<file path="config.mk">
export PLATFORM = sky130hd
export DESIGN_NAME = fprf_ss_seq
export DESIGN_NICKNAME = d
export VERILOG_FILES = /design/src/rtl/fprf_ss_seq.sv
export SDC_FILE = /design/constraint.sdc
export NUM_CORES = 1
export LEC_CHECK = 0
export ABC_AREA = 0
export ABC_CLOCK_PERIOD_IN_PS = 2000
export CAP_MARGIN = 30
export CORE_ASPECT_RATIO = 0.9
export CORE_UTILIZATION = 40
export CTS_CLUSTER_DIAMETER = 80
export DETAILED_ROUTE_END_ITERATION = 8
export PLACE_DENSITY = 0.8
export SLEW_MARGIN = 20
export SYNTH_ARGS = -nofsm -noshare
export SYNTH_HDL_FRONTEND = slang
export SYNTH_SLANG_ARGS = --single-unit
</file>
<file path="constraint.sdc">
create_clock -name clk -period 2 [get_ports clk]
set_input_delay 0.4 -clock clk [delete_from_list [all_inputs] [get_ports clk]]
set_output_delay 0.4 -clock clk [all_outputs]
set_load 0.01 [all_outputs]
</file>
<file path="src/rtl/fprf_ss_seq.sv">
// fprf_ss_seq: savestate sequencer for the FPU register file.
// SAVE streams FPRF bank 0 (and optionally bank 1) out through a valid/ready
// port; RESTORE writes a valid/ready stream back in the same order.
// busy asks the CPU to freeze its pipeline and keep its hands off the FPRF.
module fprf_ss_seq #(
    parameter bit SAVE_BANK1 = 1'b1
) (
    input  logic        clk,
    input  logic        rst,
    input  logic        save_req,
    input  logic        restore_req,
    output logic        busy,
    output logic        done,
    output logic [3:0]  rf_rsrc,
    output logic        rf_rbank,
    input  logic [31:0] rf_rdata,
    output logic        rf_wen,
    output logic [3:0]  rf_wdst,
    output logic        rf_wbank,
    output logic [31:0] rf_wdata,
    output logic        out_valid,
    output logic [31:0] out_data,
    input  logic        out_ready,
    input  logic        in_valid,
    input  logic [31:0] in_data,
    output logic        in_ready
);

    // Index of the final word of a transfer; the walk ends on this count
    // rather than on idx wrapping.
    localparam logic [4:0] LAST_IDX = SAVE_BANK1 ? 5'd31 : 5'd15;

    localparam logic [2:0] ST_IDLE    = 3'd0;
    localparam logic [2:0] ST_SAVE    = 3'd1;
    localparam logic [2:0] ST_DRAIN   = 3'd2;
    localparam logic [2:0] ST_RESTORE = 3'd3;
    localparam logic [2:0] ST_FIN     = 3'd4;

    logic [2:0]  state_q,     state_d;
    logic [4:0]  idx_q,       idx_d;
    logic        done_q,      done_d;
    logic        out_valid_q, out_valid_d;
    logic [31:0] out_data_q,  out_data_d;
    logic        rf_wen_q,    rf_wen_d;
    logic [3:0]  rf_wdst_q,   rf_wdst_d;
    logic        rf_wbank_q,  rf_wbank_d;
    logic [31:0] rf_wdata_q,  rf_wdata_d;

    // busy and in_ready decode the registered state, so they change one cycle
    // after the edge that accepted the request.
    assign busy      = (state_q != ST_IDLE);
    assign in_ready  = (state_q == ST_RESTORE);
    assign done      = done_q;
    assign rf_rsrc   = idx_q[3:0];
    assign rf_rbank  = idx_q[4];
    assign rf_wen    = rf_wen_q;
    assign rf_wdst   = rf_wdst_q;
    assign rf_wbank  = rf_wbank_q;
    assign rf_wdata  = rf_wdata_q;
    assign out_valid = out_valid_q;
    assign out_data  = out_data_q;

    // Next-state logic: sequencing, stream handshakes and FPRF write staging.
    always_comb begin
        // NOTE: every output of this block gets a default first, so no path
        // leaves a signal unassigned and no latch is inferred.
        state_d     = state_q;
        idx_d       = idx_q;
        done_d      = 1'b0;
        out_valid_d = out_valid_q;
        out_data_d  = out_data_q;
        rf_wen_d    = 1'b0;
        rf_wdst_d   = rf_wdst_q;
        rf_wbank_d  = rf_wbank_q;
        rf_wdata_d  = rf_wdata_q;

        case (state_q)
            ST_IDLE: begin
                if (save_req) begin
                    state_d = ST_SAVE;
                    idx_d   = 5'd0;
                end else if (restore_req) begin
                    state_d = ST_RESTORE;
                    idx_d   = 5'd0;
                end
            end
            ST_SAVE: begin
                // The output register is free when empty or being consumed now.
                if (!out_valid_q || out_ready) begin
                    out_data_d  = rf_rdata;
                    out_valid_d = 1'b1;
                    idx_d       = idx_q + 5'd1;
                    if (idx_q == LAST_IDX) begin
                        state_d = ST_DRAIN;
                    end
                end
            end
            ST_DRAIN: begin
                if (out_valid_q && out_ready) begin
                    out_valid_d = 1'b0;
                    done_d      = 1'b1;
                    state_d     = ST_IDLE;
                end
            end
            ST_RESTORE: begin
                // in_ready is implied by being in this state.
                if (in_valid) begin
                    rf_wen_d   = 1'b1;
                    rf_wdst_d  = idx_q[3:0];
                    rf_wbank_d = idx_q[4];
                    rf_wdata_d = in_data;
                    idx_d      = idx_q + 5'd1;
                    if (idx_q == LAST_IDX) begin
                        state_d = ST_FIN;
                    end
                end
            end
            ST_FIN: begin
                // The final write is on the FPRF port this cycle; report done
                // only once it has landed.
                done_d  = 1'b1;
                state_d = ST_IDLE;
            end
            default: begin
                state_d = ST_IDLE;
            end
        endcase
    end

    // State registers with synchronous reset; a reset drops any pending word.
    always_ff @(posedge clk) begin
        // NOTE: sequential state uses non-blocking assignments so every register
        // samples the pre-edge values regardless of statement order.
        if (rst) begin
            state_q     <= ST_IDLE;
            idx_q       <= 5'd0;
            done_q      <= 1'b0;
            out_valid_q <= 1'b0;
            out_data_q  <= 32'd0;
            rf_wen_q    <= 1'b0;
            rf_wdst_q   <= 4'd0;
            rf_wbank_q  <= 1'b0;
            rf_wdata_q  <= 32'd0;
        end else begin
            state_q     <= state_d;
            idx_q       <= idx_d;
            done_q      <= done_d;
            out_valid_q <= out_valid_d;
            out_data_q  <= out_data_d;
            rf_wen_q    <= rf_wen_d;
            rf_wdst_q   <= rf_wdst_d;
            rf_wbank_q  <= rf_wbank_d;
            rf_wdata_q  <= rf_wdata_d;
        end
    end

endmodule

</file>
[Yosys cells after proc, flatten, opt, wreduce, memory -nomap -nowiden]
Cells that the tools add are included.
Widths: inputs -> output; s select.
Storage, ports and cells
  flip-flop bits (word level): 80
  word-level logic and storage cells: 54
  bits of input ports: 70
  output and inout bits: 79
Cells by class
  $add $sub $neg: 1
  equality and inequality tests: 11
  multiplexer cells: 19
  bitwise operators: 1
  reduce and logical (&&, ||, !) cells: 13
Operator list (count)
  $mux 3: 7
  $mux 5: 4
  $pmux 5 s3: 1
  $pmux 3 s4: 1
  $ne 2x2->1 const B: 4
  $eq 3x2->1 const B: 2
  $reduce_and 6->1: 1
  $reduce_bool 3->1: 2
  $add 5x1->5 const B: 1
  $eq 5x5->1 const B: 1
  $mux 1: 4
  $pmux 1 s2: 2
  $reduce_and 2->1: 2
  $reduce_and 4->1: 1
  $eq 3x1->1 const B: 1
  $eq 3x3->1 const B: 1
  $logic_not 3->1: 1
  $ne 3x3->1 const B: 1
  $reduce_and 3->1: 1
  $ne 2x1->1 const B: 1
  $reduce_bool 2->1: 1
  $reduce_or 2->1: 1
  $logic_and 1x1->1: 1
  $logic_not 1->1: 1
  other kinds (2): 2

[Depth between registers and ports, before layout]
  depth in word-level cells: 4
  depth in mapped cells: 7
  mapped depth without buffers: 7

[Worst setup path after synthesis]
OpenSTA, ideal clock, no wires.
  path kind: register -> register
  from: reg idx_q[0]
  to: reg state_q[1]
  clock period less this slack: 1.579 ns
  arrival: 1.504 ns
  data required time: 1.925 ns
  setup time: 0.075 ns
  path buffers: 0
  path slack: 0.421 ns
  stages on the path, launching flop included: 8
  cell sequence: dfxtp_1 ha_1 and3_1 ha_1 inv_1 o21ai_0 a211o_1 a31oi_1
Between the ends
  longest elaborated chain between the ends: 3
RTL lines
  start, declared: line 40  | logic [4:0] idx_q, idx_d;
  start signal, assigned: line 146  | idx_q <= idx_d;
  $eq 5x5->1 (*): line 93, 113
  $ne 2x2->1 (no line) / $ne 2x1->1 (equally long branches)
  $reduce_and 6->1 (no line) (*)
  end signal, assigned: line 145  | state_q <= state_d;
  end, declared: line 39  | logic [2:0] state_q, state_d;
Every way passes the cells marked *; elsewhere a longest branch is shown, timed or not.
A chain may end at the register's enable or synchronous reset.

[Final worst setup path]
  from: reg idx_q[2]
  to: out rf_rsrc[2]
RTL lines
  end, declared: line 14  | output logic [3:0] rf_rsrc,
No word-level cell between the ends.

==> metrics.csv <==
stage,metric,value,unit
floorplan,ioPinCount,149,
detailed_routing,ant_nets,0,
floorplan,dieArea,7881,um^2
clocking,worstSkewPairLatency,0.35,ns
synthesis,ys_seq_area_share,53.18,%
final_layout,drive_gt1_share,6.981,%
sta,fmaxAchievable,556.8,MHz
synthesis,synth_top_area_cell,dfxtp_1,
power_and_ir_drop,power,3651,uW
clocking,cts.sinks,80,
worst_setup_path,path_max_fanout,7,
detailed_routing,drt_first_pass_iters,4,
synthesis,synthTopCellsByArea,"dfxtp_1 (53%), nand2_1 (18%), a21oi_1 (13%), clkbuf_1 (1.7%), buf_2 (1.3%)",
clocking,clk_pin_slew,0.08,ns
worst_setup_path,cp_cell_sequence,clkdlybuf4s50_1,
hold_path,min_from,out_data[3],
floorplan,num_rows,29,
clocking,clock_path_buffers,2,
synthesis,yosysTopAreaCellShare,53.18,%
detailed_routing,drc_errors,0,
synthesis,async_flop_share,0,%
synthesis,avgSynthCellArea,7.884,um^2
place,placed_cell_area,4622,um^2
worst_setup_path,r2r_start,idx_q[1],
place,io_buffers,148,
synthesis,yosysMostFrequentCell,nand2_1,
worst_setup_path,critPathKind,flop to output pin,
synthesis,synth_fp_nets,454,
outcome,status,completed,
power_and_ir_drop,p_leak,0.001721,uW
sta,layout_min_cycle_time,1.796,ns
global_routing,grt_pass1_wl,13.08,mm
worst_setup_path,worstPathRequired,1.60,ns
floorplan,initial_core_util,41.92,%
hold_path,hp-class,flop to flop,
worst_setup_path,crit_buf_inv,1,
detailed_routing,vias,2996,
place,place_congestion,0.8994,
synthesis,netlist_instances,382,
power_and_ir_drop,peakVddDrop,0.4995,mV
place,dp_hpwl,5.587,mm
worst_setup_path,cp_top_family,buffers and inverters,
worst_setup_path,crit_path_end_kind,output pin,
worst_setup_path,critPathArrivalTime,1.40,ns
sta,finalCritPeriodShare,89.80,%
synthesis,synth_common_cells,"nand2_1 (144), dfxtp_1 (80), a21oi_1 (76), clkbuf_1 (14), buf_2 (8)",
final_layout,diodes,0,
clocking,htreeDepth,3,
floorplan,die_width,93.47,um
detailed_routing,first_iter_violations,84,
clocking,ctsHoldBuffers,0,
sta,max_slew_margin,72.64,%
global_routing,grt-ovfl-total,0,
detailed_routing,drt_wl_total,7.941,mm
worst_setup_path,worstSetupStartpointType,flop,
synthesis,yosysWarnings,0,
synthesis,netlist_area,3012,um^2
global_routing,grt_pass1_vias,3018,
worst_setup_path,cp-startpoint,idx_q[2],
worst_setup_path,crit_slowest_cell,clkdlybuf4s50_1,
floorplan,fp.dieH,84.32,um
detailed_routing,route.detailed.wl_per_inst,12.75,um
floorplan,core_area,7184,um^2
global_routing,antenna_found_initial,0,
clocking,cts_root_buf,clkbuf_8,
final_layout,final_area,4828,um^2
detailed_routing,vias_per_cell,4.809,
global_routing,grt_max_degree,38,
clocking,tritoncts,yes,
synthesis,synth.distinct_cells,31,
worst_setup_path,slowest_delay,0.59,ns
power_and_ir_drop,power-per-cell-area,756.3,nW/um^2
sta,setup_violations,0,
final_layout,nets,598,
clocking,cts_buffers,9,
sta,final.setup_skew,0.006597,ns
sta,rsz0062_at_grt,false,
synthesis,ys.flop_type,dfxtp_1,
sta,finalSetupTns,0,ns
sta,finalHoldViolCount,0,
sta,worst_pin_slew,0.4073,ns
synthesis,ys_ff_latch,80,
global_routing,grt.total_usage,20.99,%
synthesis,synth-edff-count,0,
sta,slew_viol_final,0,
final_layout,area_growth,60.32,%
flow_run,cap_violations,0,
[worst register-to-register path, cell delays in order, from the launching register on]
cell and delay, ns:
dfxtp_1 0.46, ha_1 0.24, and3_1 0.17, ha_1 0.17, inv_1 0.04, o21ai_0 0.30, a211o_1 0.18, a31oi_1 0.06
[final cells by class]
class                   count  area [um^2]
flip-flops and latches     80         1605
multi-input cells         272         1279
clock buffers              10        137.6
clock inverters             5        57.56
inverters                   3        11.26
repair buffers            160         1622
fillers                   600         2356
well taps                  93        116.4
[state kept, by name (all words and copies together) (netlist names), 3 cells and up]
register	flops
idx_q	5
out_data	32
rf_wdata	32
rf_wdst	4
state_q	3
[through the flow]
step                      util [%]  setup slack (ns)  hold WS (ns)  instances
after detailed placement     64.33           0.05287        0.4465        608
after global placement       64.33           0.07136        0.4408        608
after CTS                    67.14          0.002735        0.4545        623
after floorplan                  -            0.4209        0.4805        382
final                        67.21            0.2041        0.4554        623
after global routing         67.21            0.1424        0.4743        623
[repair_timing]
item,CTS,global route
setup buffers,0,0
pin swaps,0,0
setup endpoints to repair,2,2
resized for setup,4,2
[worst paths after layout]
path	end	slack, ns	cells past startpoint
setup / recovery	rf_rsrc[2]	0.20	1
hold / removal	out_data[3]	0.46	2
setup reg to reg	state_q[1]	0.27	7
hold reg to reg	out_data[3]	0.46	2
[routing by layer]
metal,track usage [%],vias to the layer above,wire (um)
met5,0,-,0
met4,5.455,0,33
met3,9.692,5,778
met2,36.63,116,3690
met1,22.93,1335,3439
li1,-,1540,-
[cells by family (layout without fill, tap and decap cells)]
| kind of cell | after synthesis | after routing | synth area share (%) |
|---|---|---|---|
| and+or+nand+nor | 179 | 179 | 25.14 |
| AOI/OAI and AO/OA | 91 | 91 | 16.41 |
| DFF | 80 | 80 | 53.18 |
| buffers and inverters | 30 | 178 | 4.445 |
| adders and majority gates | 2 | 2 | 0.8308 |
[placed cells by master (no fill, tap or decap), drive strengths merged, types with 2 or more instances in the layout]
cell type,Yosys,layout
nand4,2,2
clkdlybuf4s50,0,145
nand3,3,3
nand2b,3,3
nand2,144,144
dlymetal6s2s,0,2
o21ai,6,6
a21oi,77,77
nor2b,4,4
a21o,2,2
clkbuf,14,10
or3,3,3
a31oi,2,2
inv,3,3
dfxtp,80,80
nor3,6,6
nand3b,3,3
nor2,5,5
clkinvlp,0,3
buf,13,13
and3,3,3
ha,2,2
[report_power, final]
group	total (uW)	switching, uW	leakage, uW	internal, uW
combinational	741	336	0.000980	405
sequential	1740	60.0	0.000650	1680
clock	1170	567	0.0000904	601
Note: power is estimated with default switching activity, not from simulation.
